<file path="src/rtl/servo_pwm.sv">
// servo_pwm: frame-synchronous servo pulse generator.
// An accepted angle becomes a pulse width that is held in a pending slot and
// applied only at the next frame boundary (count==0), so a frame never glitches.
// Optional build macro SERVO_SLEW_EN: width ramps toward the target by at most
// SLEW_MAX per frame instead of jumping straight to it.
module servo_pwm #(
  parameter logic [19:0] PULSE_MIN  = 20'd50000,
  parameter logic [19:0] ANGLE_STEP = 20'd278,
  parameter logic [7:0]  ANGLE_MAX  = 8'd180,
  parameter logic [19:0] SLEW_MAX   = 20'd5000
) (
  input  logic        clk_in,
  input  logic        rst_n,
  input  logic [19:0] count,
  input  logic [7:0]  angle,
  input  logic        angle_valid,
  output logic        angle_ready,
  output logic        pwm_out,
  output logic        frame_start,
  output logic [19:0] width
);

  typedef enum logic [1:0] {IDLE, ARMED, RUN} state_e;

  state_e      state_q, state_d;
  logic        pending_full_q, pending_full_d;
  logic [19:0] pending_q, pending_d;
  logic [19:0] width_q, width_d;
  logic        pwm_q, pwm_d;
  logic        fstart_q, fstart_d;
  logic        ready_q, ready_d;
`ifdef SERVO_SLEW_EN
  logic [19:0] active_q, active_d;
`endif

  logic        boundary;
  logic        accept;
  logic [7:0]  angle_clamped;
  logic [19:0] target;

  assign boundary      = (count == 20'd0);
  assign accept        = angle_valid && ready_q;
  assign angle_clamped = (angle > ANGLE_MAX) ? ANGLE_MAX : angle;
  assign target        = PULSE_MIN + ({12'd0, angle_clamped} * ANGLE_STEP);

  // One slew step from cur toward tgt, landing exactly on tgt for the last step.
  function automatic logic [19:0] slew_step(input logic [19:0] cur,
                                            input logic [19:0] tgt);
    if (cur < tgt)
      slew_step = ((tgt - cur) > SLEW_MAX) ? cur + SLEW_MAX : tgt;
    else
      slew_step = ((cur - tgt) > SLEW_MAX) ? cur - SLEW_MAX : tgt;
  endfunction

  // Next-state: FSM, pending slot, boundary load and the registered pulse.
  always_comb begin
    state_d        = state_q;
    pending_full_d = pending_full_q;
    pending_d      = pending_q;
    width_d        = width_q;
    fstart_d       = boundary;
`ifdef SERVO_SLEW_EN
    active_d       = active_q;
`endif

    if (boundary && pending_full_q) begin
      pending_full_d = 1'b0;
      state_d        = RUN;
`ifdef SERVO_SLEW_EN
      active_d = pending_q;
      width_d  = (state_q == RUN) ? slew_step(width_q, pending_q) : PULSE_MIN;
`else
      width_d  = pending_q;
`endif
    end
`ifdef SERVO_SLEW_EN
    else if (boundary && (state_q == RUN)) begin
      width_d = slew_step(width_q, active_q);
    end
`endif

    // ready_q implies the slot is empty, so this never collides with a load.
    if (accept) begin
      pending_d      = target;
      pending_full_d = 1'b1;
      if (state_q == IDLE) state_d = ARMED;
    end

    ready_d = ~pending_full_d;
    // Compare against the width that will be live next cycle so the load frame
    // is covered from count 0 onward.
    pwm_d   = (state_d == RUN) && (count < width_d);
  end

  // State register; reset clears everything and reopens the pending slot.
  always_ff @(posedge clk_in or negedge rst_n) begin
    if (!rst_n) begin
      state_q        <= IDLE;
      pending_full_q <= 1'b0;
      pending_q      <= 20'd0;
      width_q        <= 20'd0;
      pwm_q          <= 1'b0;
      fstart_q       <= 1'b0;
      ready_q        <= 1'b1;
`ifdef SERVO_SLEW_EN
      active_q       <= 20'd0;
`endif
    end else begin
      state_q        <= state_d;
      pending_full_q <= pending_full_d;
      pending_q      <= pending_d;
      width_q        <= width_d;
      pwm_q          <= pwm_d;
      fstart_q       <= fstart_d;
      ready_q        <= ready_d;
`ifdef SERVO_SLEW_EN
      active_q       <= active_d;
`endif
    end
  end

  assign angle_ready = ready_q;
  assign pwm_out     = pwm_q;
  assign frame_start = fstart_q;
  assign width       = width_q;

endmodule

</file>
<file path="config.mk">
export PLATFORM = sky130hd
export DESIGN_NAME = servo_pwm
export DESIGN_NICKNAME = d
export VERILOG_FILES = /design/src/rtl/servo_pwm.sv
export SDC_FILE = /design/constraint.sdc
export NUM_CORES = 1
export LEC_CHECK = 0
export ABC_AREA = 1
export CORE_ASPECT_RATIO = 1.4
export CORE_MARGIN = 2
export CORE_UTILIZATION = 50
export CTS_CLUSTER_DIAMETER = 100
export DETAILED_ROUTE_END_ITERATION = 10
export GPL_TIMING_DRIVEN = 0
export PLACE_DENSITY = 0.78
export SYNTH_ARGS = -nofsm -noshare
export SYNTH_HDL_FRONTEND = slang
export SYNTH_SLANG_ARGS = --single-unit
</file>
<file path="constraint.sdc">
create_clock -name clk_in -period 1.9 [get_ports clk_in]
set_input_delay 0.57 -clock clk_in [delete_from_list [all_inputs] [get_ports clk_in]]
set_output_delay 0.57 -clock clk_in [all_outputs]
set_load 0.02 [all_outputs]
</file>
==> results.yml <==
cts:
  ctsRootBufferMaster: "clkbuf_8"
  cts_tree: "built"
  clkTransAtPathRegs_ns: 0.08
  cts-buffers-inserted: 5
  htreeDepth: 2
  cts.sinks: 43
  clock_latency_ns: 0.30
  hold_buffers: 0
  clockBufferDepth: 2
logic_synthesis:
  syn_area_um2: 3650
  synth_mux_area_share_pct: 0
  synthTopCellsByArea: "dfrtp_1 29%, ha_1 19%, nand2_1 12%"
  syn-instance-count: 479
  synth.distinct_cells: 42
  ys_seq_area_share_pct: 29.5
  synth-simple-area-share_pct: 28.3
  synth_commonest_cells: "114 x nand2_1, 88 x inv_1, 55 x ha_1"
  synth_edf_count: 0
  ys_async_sr_fraction_pct: 100
  synth_top_area_share_pct: 28.8
  synth_top_area_cell: "dfrtp_1"
  syn_avg_cell_area_um2: 7.63
  synth_compound_area_share_pct: 9.11
  synth_most_common_cell: "nand2_1"
  synth-xor-area-share_pct: 0.240
  synth_nets: 572
  synth_top_family_by_area: "simple AND/OR/NAND/NOR gates"
  synthFlopType: "dfrtp_1"
  synthAdderAreaFrac_pct: 22.7
  synth_seq_cells: 43
  yosys_warnings: 0
layout:
  area_delta_synth_final_pct: 45.9
  post-route-util_pct: 75.9
  antenna_cells: 0
  layout-drive-gt1-share_pct: 38.3
  final_area_um2: 5330
  layout.nets: 671
power:
  p_comb_share_pct: 62.7
  p_leak_uw: 0.00275
  powerDensity_nw_per_um2: 779
  power_frac_seq_pct: 22.0
  total_power_uw: 4150
  irDropWorstVdd_mv: 0.647
  swShare_pct: 43.1
  p_int_uw: 2360
  p_sw_uw: 1790
  pwr-share-clk_pct: 15.3
place:
  pre_cts_slack_ns: -3.22
  dpl.hpwl_um: 6830
  portBuffers: 53
  gp_congestion: 0.819
  place_area_um2: 4440
timing:
  timing.final.crit_period_ns: 4.04
  final.setup.worst_slack_ns: -2.14
  clock_skew_ns: 0.00467
  clock.fmax_mhz: 248
  setup_tns_ns: -25.69
  setup_viol: 16
  hold_viol: 0
  rsz0062_at_grt: "yes"
  fin_crit_sh_pct: 212
  slew_violations: 0
setup_path:
  critical_path_arrival_ns: 4.22
  crit_type: "input pin to flop"
  end_kind: "flop"
  crit_slowest_cell: "fa_1"
  critical-path-max-stage-delay_ns: 0.51
  cp-start-kind: "input pin"
  critical-path-top-delay-family: "adder cells"
  critPathMaxFanout: 5
  crit_buf_inv: 7
  path_common_cell: "nand2_4"
  r2r_start: "pending_full_q"
  crit_start: "angle[4]"
  cp.required_ns: 2.09
global_route:
  gr-total-overflow: 0
  grt_pass1_wl_um: 15400
  gr-usage-all-layers_pct: 23.7
  grt_max_degree: 34
  grt_pass1_vias: 3465
  antenna_found_initial: 0
drt:
  via_count: 3560
  drtIter0Drc: 197
  drc: 0
  dr.pass1.iters: 4
  wl_per_cell_um: 15.2
  routed_wl_um: 10300
  drtAntennaViolNets: 0
  viasPerCell: 5.28
outcome:
  status: "finished, violations left"
  violations: "setup timing"
worst_hold_path:
  hold_class: "input pin to asynchronous set/reset pin"
floorplan:
  core_um2: 7030
  pin_count: 54
  design.die.area_um2: 8020
  rows: 36
  die_w_um: 76.2
  start_util_pct: 52.0
  die_y_um: 105
job:
  cap_violations: 0
layer usage:
layer / track usage (%) / part of all wire (%)
met1: 24.8 / 36
met2: 46.2 / 56
met3: 2.42 / 3.2
met4: 11.3 / 4.4
met5: 0 / 0
power groups by stage:
stage	sequential, uW	combinational, uW	clock [uW]
after CTS	915	1900	651
after floorplan	933	1370	0
after global placement	933	1660	0
after global routing	915	2850	674
after detailed placement	933	1720	0
final	915	2600	635
layout make-up:
class                      instances  area [um2]
inverter                          90         354
clock buffer                       8         100
fill                             476        1700
multi-input combinational        340        2810
buffer                             7        52.6
tap                               95         119
timing repair buffer              91         815
sequential                        43        1080
state kept, by name, summed over array words and instances (netlist names):
| signal | count |
|---|---|
| pwm_out | 1 |
| state_q | 2 |
| pending_full_q | 1 |
| width | 20 |
| pending_q | 17 |
| frame_start | 1 |
| angle_ready | 1 |
through the flow:
step,instances,hold slack [ns]
global route,674,0.149
CTS,654,0.139
global placement,627,0.458
finish,674,0.139
floorplan,479,0.274
detailed placement,628,0.464
timing repair:
item                                   CTS  global route
setup endpoints to repair               36            18
gates resized for setup                160           111
pin swaps                               57            81
cloned                                   2             0
setup buffers                           16            21
endpoints found under the hold margin    0             0
worst reg2reg max path, cell delays in order (launching register included):
cell and delay, ns:
dfrtp_1 0.46, nand4_4 0.21, buf_8 0.19, or2_0 0.21
o21ai_1 0.12, ha_1 0.28, a21oi_2 0.12, o21ai_1 0.07
nand2_1 0.06, o211ai_1 0.13, a21oi_1 0.21, nand2_1 0.11
nor2_1 0.09
final timing paths:
check | to | slack, ns | cells past startpoint
max in group asynchronous | angle_ready | 1.22 | 2
hold reg to reg | pending_q[14] | 0.48 | 2
setup reg to reg | pwm_out | -0.43 | 12
hold / removal | width[3] | 0.14 | 1
min in group clk_in | pending_q[14] | 0.48 | 2
setup / recovery | pending_q[13] | -2.14 | 26
placed cells by master (no fill, tap or decap), types with 11 or more instances in the layout:
master / n
nand2_1: 80
inv_1: 71
dfrtp_1: 42
ha_1: 39
nand2_2: 34
buf_4: 31
clkdlybuf4s50_1: 22
buf_6: 19
nor2_4: 16
o21ai_0: 15
ha_4: 15
nor2_1: 13
inv_2: 13
o21ai_1: 11
nand3_2: 11
buf_2: 11
kinds of logic after synthesis:
logic type / Yosys count
compound gates: 59
xor+xnor: 1
fa+ha+maj: 62
buf+inv: 97
flops: 43
other cells: 1
simple gates: 216
Power figures use the tool's default switching activity.
